## config.mk

```make
export PLATFORM = sky130hd
export DESIGN_NAME = mc_sequencer
export DESIGN_NICKNAME = d
export VERILOG_FILES = /design/src/rtl/mc_pkg.sv /design/src/rtl/mc_next_pc.sv /design/src/rtl/mc_sequencer.sv
export SDC_FILE = /design/constraint.sdc
export NUM_CORES = 1
export LEC_CHECK = 0
export ABC_AREA = 1
export CORE_UTILIZATION = 35
export CTS_BUF_LIST = sky130_fd_sc_hd__clkbuf_2
export DETAILED_ROUTE_END_ITERATION = 6
export PLACE_DENSITY = 0.54
export SLEW_MARGIN = 40
export SYNTH_ARGS = -nofsm -noshare
export SYNTH_HDL_FRONTEND = slang
export SYNTH_SLANG_ARGS = --single-unit
```

## constraint.sdc

```tcl
create_clock -name clk -period 7.3 [get_ports clk]
set_clock_uncertainty 0.2 [all_clocks]
set_input_delay 1.095 -clock clk [delete_from_list [all_inputs] [get_ports clk]]
set_output_delay 1.095 -clock clk [all_outputs]
set_load 0.01 [all_outputs]
```

## src/rtl/mc_pkg.sv

```systemverilog
// Shared types and constants for the multi-cycle phase sequencer.
// Holds the FSM state encoding, write-back select codes and target-alignment helpers.
package mc_pkg;

   typedef enum logic [2:0] {
      FETCH  = 3'd0,
      DECODE = 3'd1,
      EXEC   = 3'd2,
      MEM    = 3'd3,
      WB     = 3'd4,
      TRAP   = 3'd5
   } state_t;

   localparam logic [1:0] WB_ALU = 2'd0;
   localparam logic [1:0] WB_MEM = 2'd1;
   localparam logic [1:0] WB_PC  = 2'd2;

   localparam int IALIGN_WORD = 4;
   localparam int IALIGN_HALF = 2;

   function automatic logic ialign_legal(input int ialign);
      return (ialign == IALIGN_WORD) || (ialign == IALIGN_HALF);
   endfunction

   // Low PC bits that must be zero for a legal control-transfer target.
   function automatic logic [1:0] align_mask(input int ialign);
      return (ialign == IALIGN_HALF) ? 2'b01 : 2'b11;
   endfunction

endpackage

```

## src/rtl/mc_next_pc.sv

```systemverilog
// Combinational next-PC selection and misaligned-target detection.
// Any IALIGN other than 2 is treated as 4-byte alignment.
module mc_next_pc
   import mc_pkg::*;
#(
   parameter int XLEN   = 64,
   parameter int IALIGN = 4
) (
   input  logic [XLEN-1:0] pc,
   input  logic [XLEN-1:0] imm,
   input  logic [XLEN-1:0] alu_out,
   input  logic            branch,
   input  logic            jal,
   input  logic            jalr,
   input  logic            alu_zero,
   output logic [XLEN-1:0] npc,
   output logic            taken,
   output logic            misaligned
);

   localparam logic [1:0] AMASK = align_mask(IALIGN);

   logic br_taken;

   always_comb begin
      br_taken = branch & alu_zero;
      taken    = jal | jalr | br_taken;
      if (jalr) begin
         npc = alu_out & ~XLEN'(1);
      end else if (jal || br_taken) begin
         npc = pc + imm;
      end else begin
         npc = pc + XLEN'(4);
      end
      // Only a redirect can land misaligned; pc+4 is aligned by construction.
      misaligned = taken && ((npc[1:0] & AMASK) != 2'b00);
   end

endmodule

```

## src/rtl/mc_sequencer.sv

```systemverilog
// Handshake-driven multi-cycle phase sequencer with PC, next-PC, trap and instret ownership.
//
//   state  | meaning
//   FETCH  | request instruction, wait for imem_ready, latch IR
//   DECODE | latch operand registers
//   EXEC   | latch ALU-out and next PC, check target alignment
//   MEM    | data access, wait for dmem_ready; stores retire here
//   WB     | register write-back, retire
//   TRAP   | misaligned target seen; absorbing until rst
module mc_sequencer
   import mc_pkg::*;
#(
   parameter int              XLEN     = 64,
   parameter logic [XLEN-1:0] RESET_PC = '0,
   parameter int              IALIGN   = 4,
   parameter int              CNT_W    = 64
) (
   input  logic             clk,
   input  logic             rst,
   output logic             imem_req,
   input  logic             imem_ready,
   output logic             ir_we,
   output logic             opnd_we,
   output logic             alu_we,
   input  logic             is_load,
   input  logic             is_store,
   input  logic             reg_write,
   input  logic             branch,
   input  logic             jal,
   input  logic             jalr,
   input  logic             alu_zero,
   input  logic [XLEN-1:0]  imm,
   input  logic [XLEN-1:0]  alu_out,
   output logic             dmem_req,
   output logic             dmem_we,
   input  logic             dmem_ready,
   output logic             rf_we,
   output logic [1:0]       wb_sel,
   output logic [XLEN-1:0]  pc,
   output logic             trap,
   output logic [XLEN-1:0]  trap_pc,
   output logic [CNT_W-1:0] instret
);

   state_t           state_q, state_d;
   logic [XLEN-1:0]  pc_q, npc_q, trap_pc_q;
   logic [CNT_W-1:0] instret_q;
   logic [1:0]       wb_sel_q, wb_sel_d;
   logic [XLEN-1:0]  npc_c;
   logic             taken_c, misaligned_c;
   logic             retire;

   mc_next_pc #(
      .XLEN   (XLEN),
      .IALIGN (IALIGN)
   ) u_next_pc (
      .pc         (pc_q),
      .imm        (imm),
      .alu_out    (alu_out),
      .branch     (branch),
      .jal        (jal),
      .jalr       (jalr),
      .alu_zero   (alu_zero),
      .npc        (npc_c),
      .taken      (taken_c),
      .misaligned (misaligned_c)
   );

   always_comb begin
      state_d = state_q;
      unique case (state_q)
         FETCH:  if (imem_ready) state_d = DECODE;
         DECODE: state_d = EXEC;
         EXEC: begin
            if (misaligned_c)             state_d = TRAP;
            else if (is_load || is_store) state_d = MEM;
            else                          state_d = WB;
         end
         MEM: begin
            if (dmem_ready) state_d = is_store ? FETCH : WB;
         end
         WB:      state_d = FETCH;
         TRAP:    state_d = TRAP;
         default: state_d = FETCH;
      endcase
   end

   // Strobes are gated by rst so an access aborted by reset never issues a partial write.
   always_comb begin
      imem_req = !rst && (state_q == FETCH);
      ir_we    = imem_req && imem_ready;
      opnd_we  = !rst && (state_q == DECODE);
      alu_we   = !rst && (state_q == EXEC);
      dmem_req = !rst && (state_q == MEM);
      dmem_we  = dmem_req && is_store;
      rf_we    = !rst && (state_q == WB) && reg_write;
   end

   always_comb begin
      wb_sel_d = WB_ALU;
      if (jal || jalr)  wb_sel_d = WB_PC;
      else if (is_load) wb_sel_d = WB_MEM;
      retire = ((state_q == MEM) && dmem_ready && is_store) || (state_q == WB);
   end

   always_ff @(posedge clk) begin
      if (rst) begin
         state_q   <= FETCH;
         pc_q      <= RESET_PC;
         npc_q     <= RESET_PC;
         trap_pc_q <= '0;
         instret_q <= '0;
         wb_sel_q  <= WB_ALU;
      end else begin
         state_q <= state_d;
         if (state_q == EXEC) begin
            npc_q    <= npc_c;
            wb_sel_q <= wb_sel_d;
            if (misaligned_c) trap_pc_q <= pc_q;
         end
         if (retire) begin
            pc_q      <= npc_q;
            instret_q <= instret_q + CNT_W'(1);
         end
      end
   end

   assign pc      = pc_q;
   assign trap    = (state_q == TRAP);
   assign trap_pc = trap_pc_q;
   assign instret = instret_q;
   assign wb_sel  = wb_sel_q;

endmodule

```

# == Word level (Yosys, flattened, before mapping) ==
# Index checks and enable logic that the tools add are counted.
# word_totals
regBits,261
latch_bits,0
mem_bits_rw,0
romBits,0
input_bits,139
elab_cells,49
mem_count,0
# classes
add_sub_neg,3
mul,0
div,0
n_lt_le_gt_ge,0
eq_ne,7
n_shift,0
mux,10
bitwise,3
reduce_logical,20
# op_table
operator,count
$mux W64,2
$add A64 B1 Y64 const B,1
$add A64 B3 Y64 const B,1
$add A64 B64 Y64,1
$mux W3,5
$pmux W3 S5,1
$logic_and A1 B1 Y1,11
$eq A3 B2 Y1 const B,2
$eq A3 B3 Y1 const B,2
$logic_or A1 B1 Y1,4
$ne A2 B2 Y1 const B,2
$reduce_and A2 Y1,2
$eq A3 B1 Y1 const B,1
$logic_not A3 Y1,1
$mux W2,1
$or A1 B1 Y1,2
$reduce_bool A2 Y1,1
$and A1 B1 Y1,1
$logic_not A1 Y1,1
$mux W1,1

# == Logic depth before layout (Yosys ltp) ==
# Gate-level depths: netlist of run 1.
# depth
depth_word,8
mapped_depth,18
depth_no_buf,18

# == Hierarchy ==
# Synthesis of run 1 repeated with hierarchy kept, for this count alone.
# unflattened
cells_unflattened,3485
area_unflattened_um2,19891.6
# by_module_without_submodules
module,instances,cells_each,area_each_um2,seq_area_each_um2
mc_sequencer,1,1530,10831.6,5225.0
mc_next_pc,1,1955,9059.9,0.0

# == Least setup slack after synthesis of run 1 ==
# Ideal clock, no wire load.
# synth_path
path_kind,input-to-output
startpoint,input port rst
endpoint,output port rf_we
arrival_ns,2.040
required_time_ns,6.005
slack_ns,3.965
path_stages,6
n_path_buf,3
cell_sequence,clkbuf_1 -> inv_1 -> clkbuf_1 -> clkbuf_1 -> nand2_1 -> nor2_1
# synth_via
elab_chain_cells,3
# synth_lines
element,line_no,rtl
"start, declared",mc_sequencer.sv:19,"input logic rst,"
$logic_not A1 Y1,mc_sequencer.sv:96,rf_we = !rst && (state_q == WB) && reg_write;
$logic_and A1 B1 Y1 (2 in series),mc_sequencer.sv:96,
"end, declared",mc_sequencer.sv:37,"output logic rf_we,"
# No other way between the ends.

# == Final worst setup path of run 1 ==
# layout_path
startpoint,register state_q[2]
endpoint,output port alu_we
# layout_via
elab_chain_cells,2
# layout_lines
element,line_no,rtl
"start, declared",mc_sequencer.sv:45,"state_t state_q, state_d;"
"start signal, assigned",mc_sequencer.sv:115,state_q <= state_d;
$eq A3 B2 Y1,mc_sequencer.sv:93,alu_we = !rst && (state_q == EXEC);
$logic_and A1 B1 Y1,mc_sequencer.sv:93,
"end, declared",mc_sequencer.sv:24,"output logic alu_we,"
# No other way between the ends.

==> out/metrics.cfg, run 1 <==
[pwr]
vdd_drop_max_mv = 0.112
p_comb_share_pct = 30.5
power_frac_seq_pct = 42.8
p_switching_uw = 1570
power.density_nw_per_um2 = 162
clock_power_share_pct = 26.7
finalPower_uw = 3970
p_sw_share_pct = 39.7
p_leak_uw = 0.0109
power.internal_uw = 2390

[synth]
async_flop_share_pct = 0
synth.most_common_cell = nand2_1
synth_seq_area_share_pct = 26.4
yosys.area.top_type = dfxtp_1
synth-warning-count = 0
netlist_instances = 3423
synth_ff_type = dfxtp_1
netlist.area_leader.share_pct = 26.4
ys_types = 45
synth-seq-cells = 261
syn_nets = 3628
ys_top_cells_by_area = dfxtp_1 26%, nand2_1 20%, inv_1 10%
synth.avg_cell_area_um2 = 5.77
synth_edf_count = 0
ys_top_cells_by_count = 1032 x nand2_1, 548 x inv_1, 393 x nor2_1, 334 x a21oi_1, 261 x dfxtp_1
syn_area_um2 = 19800

[clock_tree]
cts_buffers = 74
post_cts_resized = 0
root_buffer = clkbuf_2
clockBufferDepth = 3
cts.clk_slew.worst_paths_ns = 0.10
cts_max_level = 3
numClockSinks = 261
cts_hold_buf = 0
cts_setup_buffers = 0
cts_tree = done
worstSkewPairLatency_ns = 1.10

[die]
start_util_pct = 35.7
die-area_um2 = 57400
die_h_um = 240
coreArea_um2 = 55400
rows = 86
num_io_pins = 341
die_x_um = 240

[grt]
overflow = 0
track_usage_pct = 31.1
grt_pass1_vias = 21850
grt_pass1_wl_um = 133000
grt_antenna_before_repair = 4
grt_start_max_net_pins = 74

[placed_design]
finalWeightedCongestion = 0.983
port_buffers = 339
place_ws_ns = 2.80
hpwl_um = 69600
placed_area_um2 = 23800
placed_cells = 4421

[worst_setup_path]
crit_arrival_ns = 3.17
cp-end-kind = output port
worst-path-max-fanout = 53
critPathLaunchType = flop
critPathLaunch = state_q[2]
critical_path_required_ns = 6.00
timing.rr.start = pc[3]
path_class = flop to output port

[timing]
worst_pin_slew_ns = 0.824
finalSetupViolations = 0
hold_viol_final = 0
fin_ws_ns = 2.83
maxSlewHeadroom_pct = 45.1
fin_crit_ns = 4.47
finalCritPeriodShare_pct = 61.2
rsz0062_at_grt = no
setup_tns_ns = 0
slew_viol_final = 0
max_freq_mhz = 224

[final_layout]
final_nets = 3954
n_fill_cell = 6341
seq_area_um2 = 5230
multi_input_area_um2 = 12000
drive_gt1_share_pct = 5.59
final_area_um2 = 24400
syn2layout_area_growth_pct = 23.6
final_cells = 4546

[routing]
drt-total-wl_um = 89500
num_vias = 22980
first_iter_violations = 1895
first_pass_iters = 5
detail_route.vias_per_cell = 5.05
ant_nets = 0
drc = 0
wl_per_cell_um = 19.7

[outcome]
status = complete, no violations

[flow_run]
max_cap_violations = 0

[worst_hold_path]
min_from = trap_pc[46]
hp-class = flop to flop

-- area by class of cell --
type	count	share of cell area [%]
antenna	8	0.0820
timing repair buffer	353	14.3
multi-input combinational	2499	49.3
tap	748	3.83
inverter	560	8.64
sequential	261	21.4
clock inverter	19	0.466
clock buffer	98	2.01
-- logic make-up after synthesis --
kind of cell	count (synthesis)	synth area share, %
AOI/OAI and AO/OA	581	15.3
adders and majority gates	66	4.22
buffers and inverters	663	12.8
DFF	261	26.4
and+or+nand+nor	1787	38.4
xor gates and xnor gates	65	2.88
-- power by group through the flow --
stage               registers, uW  clock network, uW  logic (uW)
floorplan                    1680                  0         663
global placement             1730                  0        1200
detailed placement           1730                  0        1200
CTS                          1690               1100        1210
global route                 1710               1180        1340
finish                       1700               1060        1210
-- path summary, 6_finish.rpt --
path / slack, ns / cells past startpoint / endpoint
setup / recovery: 2.83 / 7 / alu_we
hold / removal: 0.25 / 2 / trap_pc[46]
setup reg to reg: 4.03 / 15 / npc_q[59]
hold reg to reg: 0.25 / 2 / trap_pc[46]
-- per-layer routing --
metal,track usage [%],share of wire (%),vias up
met5,0,0,-
met3,6.57,7.3,183
met2,48.6,44,877
met1,40.5,44,10404
li1,-,-,11516
met4,15.2,4.9,0
-- worst max-delay path, stage by stage (launching register included) --
cell and delay [ns]:
dfxtp_1 0.33, inv_2 0.07, nand2_1 0.10, nor2_2 0.09, buf_4 0.34, inv_4 0.32, nor2_1 0.22, clkdlybuf4s50_1 0.56
-- state kept, by name, summed over array words and instances (netlist names) --
| signal | count |
|---|---|
| pc | 64 |
| instret | 64 |
| wb_sel | 2 |
| npc_q | 64 |
| trap_pc | 64 |
| state_q | 3 |
-- cell usage in the layout (no fill, tap or decap), types with 5 or more instances in the layout --
master	instances
nand3_1	146
nand2_4	5
buf_4	14
ha_1	65
dfxtp_1	261
nor3_4	5
diode_2	8
a21oi_1	334
o21ai_1	7
nand2_2	8
nor2_1	392
nor3_2	14
o21ai_0	195
o211ai_1	14
inv_1	544
or2_2	9
xnor2_1	18
inv_2	16
nor2_2	14
nor4_2	6
nor4_1	13
nand4_1	54
nor3_1	59
nand3b_1	14
nor2_4	5
xor2_1	47
clkbuf_2	98
clkinv_1	10
clkdlybuf4s50_1	337
o21a_1	10
a31oi_1	9
nand2_1	1032
-- stage by stage --
step | hold slack, ns | util, %
floorplan | 0.242 | -
global placement | 0.232 | 42.9
detailed placement | 0.238 | 42.9
CTS | 0.236 | 44.0
global route | 0.269 | 44.1
finish | 0.248 | 44.1
(Power assumes the default switching activity.)
==> run 2: changes to the inputs <==
--- a/config.mk
+++ b/config.mk
@@ -9,7 +9,7 @@
 export CORE_UTILIZATION = 35
 export CTS_BUF_LIST = sky130_fd_sc_hd__clkbuf_2
 export DETAILED_ROUTE_END_ITERATION = 6
-export PLACE_DENSITY = 0.54
+export PLACE_DENSITY = 0.56
 export SLEW_MARGIN = 40
 export SYNTH_ARGS = -nofsm -noshare
 export SYNTH_HDL_FRONTEND = slang
==> constraint.sdc (replaced) <==
create_clock -name clk -period 3.7 [get_ports clk]
set_clock_uncertainty 0.2 [all_clocks]
set_input_delay 0.555 -clock clk [delete_from_list [all_inputs] [get_ports clk]]
set_output_delay 0.555 -clock clk [all_outputs]
set_load 0.01 [all_outputs]
==> out/metrics.cfg, run 2 (synthesized netlist as in run 1, its figures left out) <==
[outcome]
status = complete, no violations

[worst_hold_path]
hp-class = input pin to flop
min_path_cells = 5

[placed_design]
hpwl_um = 72200
finalWeightedCongestion = 1.00
placed_cells = 4489
port_buffers = 339

[clock_tree]
cts_max_level = 3
cts_tree = done
cts.clk_slew.worst_paths_ns = 0.11
clockBufferDepth = 3
numClockSinks = 261
root_buffer = clkbuf_2
worstSkewPairLatency_ns = 1.08
cts_buffers = 71

[worst_setup_path]
path_depth = 14
critical_path_required_ns = 4.50
crit_arrival_ns = 4.27
slowest_stage = dlygate4sd3_1
crit_family = simple AND/OR/NAND/NOR gates
cp-end-kind = flop
crit_top_cell = nand2_1
crit_path_cell_trace = ha_1 > nand2_1 > nand3b_1 > nand3_1 > nand2_1 > nand2_1 > nand2_1 > nand2_1 > nand2_1 > nand2_1 > o21ai_0 > o211ai_1 > dlygate4sd3_1 > a21oi_1
worst-path-max-fanout = 5
worst-path-buf-inv = 1
cp_slowest_stage_delay_ns = 0.59
ff2ff_path_depth = 14
path_class = flop to flop
critPathLaunchType = flop

[flow_run]
max_cap_violations = 0

[routing]
drt-total-wl_um = 91500
wl_per_cell_um = 19.6
first_iter_violations = 2019
first_pass_iters = 7
num_vias = 23542
ant_nets = 0
drc = 0
detail_route.vias_per_cell = 5.04

[timing]
setup_tns_ns = 0
finalSetupViolations = 0
maxSlewHeadroom_pct = 47.6
slew_viol_final = 0
finalCritPeriodShare_pct = 93.7
worst_pin_slew_ns = 0.785
max_freq_mhz = 289
rsz0062_at_grt = no
hold_viol_final = 0
fin_crit_ns = 3.47

[grt]
overflow = 0
grt.met3_usage_pct = 5.36
grt_start_max_net_pins = 161
grtUsageMet1_pct = 40.9
grt_pass1_wl_um = 135000
grt_most_used_layer = met2
grt_antenna_before_repair = 1
grt_pass1_vias = 22195
use_met2_pct = 50.6
track_usage_pct = 31.4

[die]
die_x_um = 240
coreArea_um2 = 55400
die_h_um = 240
start_util_pct = 35.7
num_io_pins = 341
die-area_um2 = 57400
rows = 86

[pwr]
p_leak_uw = 0.0116
vdd_drop_max_mv = 0.194
power.density_nw_per_um2 = 318

[final_layout]
mostFrequentLayoutCells = 1032 x nand2_1, 544 x inv_1, 392 x nor2_1, 337 x clkdlybuf4s50_1, 334 x a21oi_1
syn2layout_area_growth_pct = 29.7
final_cells = 4674
drive_gt1_share_pct = 7.26
final_common_cell = nand2_1
final_nets = 4081
n_fill_cell = 6082

==> run 2: routing by layer <==
metal | share of wire, % | wire [um] | up-vias
met3 | 7.6 | 6930 | 160
met2 | 45 | 41300 | 965
met4 | 4.4 | 4030 | 0
met1 | 43 | 39200 | 10658
met5 | 0 | 0 | -
li1 | - | - | 11759
==> run 2: power breakdown <==
group          internal (uW)  leakage (uW)  switching, uW
logic                   1040       0.00897           1650
registers               3040       0.00211            206
clock network            899      0.000495           1330
total                   4970        0.0116           3190
==> run 2: path summary, 6_finish.rpt <==
check / slack, ns / from / end
worst max-delay path: 0.23 / pc[1] / npc_q[17]
worst max register to register: 0.23 / pc[1] / npc_q[17]
worst min-delay path: 0.08 / alu_out[33] / npc_q[33]
worst min register to register: 0.23 / npc_q[12] / pc[12]
==> run 2: layout make-up <==
cell class | instances | area (um^2) | area share [%]
clock inverter | 14 | 115 | 0.449
timing repair buffer | 483 | 4670 | 18.2
multi-input combinational | 2499 | 12000 | 46.9
sequential | 261 | 5230 | 20.4
clock buffer | 107 | 536 | 2.09
inverter | 560 | 2110 | 8.23
antenna | 2 | 5.00 | 0.0195
tap | 748 | 936 | 3.65
==> run 2: tightest hold or removal path, cell delays in order <==
cell,delay [ns]
clkdlybuf4s50_1,0.42
nor2_1,0.11
nor2_1,0.09
nand2_1,0.07
a21oi_1,0.05
==> run 2: per-stage QoR <==
step | hold slack [ns] | worst slack [ns] | utilization [%] | total power [uW] | area (um^2)
floorplan | 0.242 | 1.09 | - | 4630 | 19800
global placement | 0.232 | 0.159 | 43.9 | 5890 | 24300
detailed placement | 0.236 | 0.146 | 43.9 | 5890 | 24300
CTS | 0.00676 | 0.297 | 46.2 | 8200 | 25600
global route | 0.0422 | 0.0402 | 46.2 | 8620 | 25600
finish | 0.0780 | 0.234 | 46.2 | 8160 | 25600
==> run 2: repair_timing <==
| action | in CTS | in global routing |
|---|---|---|
| hold endpoints to repair | 78 | 0 |
| setup endpoints to repair | 0 | 1 |
| gates resized for setup | 0 | 1 |
| hold buffers | 62 | 0 |
| setup buffers | 0 | 0 |
==> run 3: changes to the inputs <==
--- a/config.mk
+++ b/config.mk
@@ -9,6 +9,7 @@
 export CORE_UTILIZATION = 35
 export CTS_BUF_LIST = sky130_fd_sc_hd__clkbuf_2
 export DETAILED_ROUTE_END_ITERATION = 6
+export GPL_ROUTABILITY_DRIVEN = 0
 export PLACE_DENSITY = 0.56
 export SLEW_MARGIN = 40
 export SYNTH_ARGS = -nofsm -noshare
==> out/metrics.cfg, run 3 (synthesized netlist as in run 1, its figures left out) <==
[worst_setup_path]
critPathLaunchType = flop
cp_slowest_stage_delay_ns = 0.61
cp-end-kind = flop
crit_family = simple AND/OR/NAND/NOR gates
crit_arrival_ns = 4.27
critical_path_required_ns = 4.50
slowest_stage = dfxtp_1
worst-path-max-fanout = 6
path_class = flop to flop
worst-path-buf-inv = 2
crit_path_cell_trace = ha_1 > buf_4 > nand2_1 > nand3_1 > nand2_1 > nand2_1 > nand2_1 > nand2_1 > nand2_1 > nand2_1 > nand2_1 > nand2_1 > nand2_1 > nand3_1 > nand2_1 > nand2_1 > dlygate4sd3_1 > a21oi_1
crit_top_cell = nand2_1

[clock_tree]
cts_buffers = 76
root_buffer = clkbuf_2
worstSkewPairLatency_ns = 1.12
numClockSinks = 261
cts_setup_buffers = 0
cts_max_level = 3
cts.clk_slew.worst_paths_ns = 0.10
cts_tree = done
clockBufferDepth = 3

[timing]
hold_ws_ns = 0.0955
hold_viol_final = 0
setup_tns_ns = 0
maxSlewHeadroom_pct = 48.6
finalSetupViolations = 0
fin_ws_ns = 0.230
rsz0062_at_grt = no
fin_crit_ns = 3.47
finalCritPeriodShare_pct = 93.8
worst_pin_slew_ns = 0.771
slew_viol_final = 0
max_freq_mhz = 288

[placed_design]
hpwl_um = 70900
port_buffers = 339
placed_cells = 4481
place_ws_ns = 0.134

[routing]
first_pass_iters = 6
drc = 0
ant_nets = 0
detail_route.vias_per_cell = 5.07
num_vias = 23667
drt-total-wl_um = 90900
first_iter_violations = 2280
wl_per_cell_um = 19.5

[pwr]
p_leak_uw = 0.0115
vdd_drop_max_mv = 0.217
power.density_nw_per_um2 = 320

[die]
rows = 86
die_x_um = 240
die-area_um2 = 57400
start_util_pct = 35.7
coreArea_um2 = 55400
num_io_pins = 341
die_h_um = 240

[worst_hold_path]
hp-class = input pin to flop

[final_layout]
syn2layout_area_growth_pct = 29.0
final_nets = 4070
fin_util_pct = 46.0
drive_gt1_share_pct = 7.25
final_common_cell = nand2_1
n_fill_cell = 6222
final_cells = 4664
mostFrequentLayoutCells = 1032 x nand2_1, 544 x inv_1, 392 x nor2_1, 337 x clkdlybuf4s50_1, 334 x a21oi_1

[grt]
grt_pass1_wl_um = 134000
overflow = 0
track_usage_pct = 31.2
grt_antenna_before_repair = 1
grt_pass1_vias = 21908
grt_start_max_net_pins = 164

[outcome]
status = complete, no violations

[flow_run]
max_cap_violations = 0

run 3: repair_timing:
item,4_1_cts,5_1_grt
endpoints found under the hold margin,88,0
hold buffers,54,0
gates resized for setup,0,1
endpoints found under the setup margin,0,1
run 3: final cells by class:
type	count	area, um^2	share of cell area (%)
Tap cell	748	936	3.67
Multi-Input combinational cell	2499	12000	47.2
Sequential cell	261	5230	20.5
Inverter	560	2110	8.27
Antenna cell	1	2.50	0.00982
Clock inverter	17	105	0.412
Clock buffer	111	556	2.18
Timing Repair Buffer	467	4530	17.8
run 3: path summary, 6_finish.rpt:
| path | startpoint | slack, ns | endpoint | depth (start not counted) |
|---|---|---|---|---|
| hold / removal | alu_out[59] | 0.1 | npc_q[59] | 5 |
| setup reg to reg | pc[3] | 0.23 | npc_q[60] | 18 |
| setup / recovery | pc[3] | 0.23 | npc_q[60] | 18 |
| hold reg to reg | trap_pc[49] | 0.25 | trap_pc[49] | 2 |
run 3: metrics by stage:
| stage | instance area [um^2] | total power [uW] |
|---|---|---|
| after floorplan | 19800 | 4630 |
| after global routing | 25500 | 8620 |
| after global placement | 24300 | 5860 |
| after detailed placement | 24300 | 5870 |
| after CTS | 25500 | 8190 |
| final | 25500 | 8160 |
run 3: worst register-to-register path, cell delays in order (launching register included):
cell and delay (ns):
dfxtp_1 0.61, ha_1 0.33, buf_4 0.15, nand2_1 0.08, nand3_1 0.17, nand2_1 0.10
nand2_1 0.14, nand2_1 0.10, nand2_1 0.09, nand2_1 0.10, nand2_1 0.16, nand2_1 0.13
nand2_1 0.05, nand2_1 0.05, nand3_1 0.13, nand2_1 0.10, nand2_1 0.05, dlygate4sd3_1 0.55
a21oi_1 0.12
run 3: layer usage:
| layer | vias to the layer above | track usage [%] | share of wire, % |
|---|---|---|---|
| met3 | 177 | 5.42 | 7.7 |
| met5 | - | 0 | 0 |
| met4 | 0 | 13.8 | 4.5 |
| met2 | 970 | 50.0 | 45 |
| li1 | 11745 | - | - |
| met1 | 10775 | 40.9 | 43 |
run 3: power breakdown:
group / internal (uW) / leakage (uW) / switching [uW]
combinational: 1010 / 0.00892 / 1630
sequential: 3040 / 0.00211 / 218
clock: 867 / 0.000510 / 1390
total: 4920 / 0.0115 / 3240
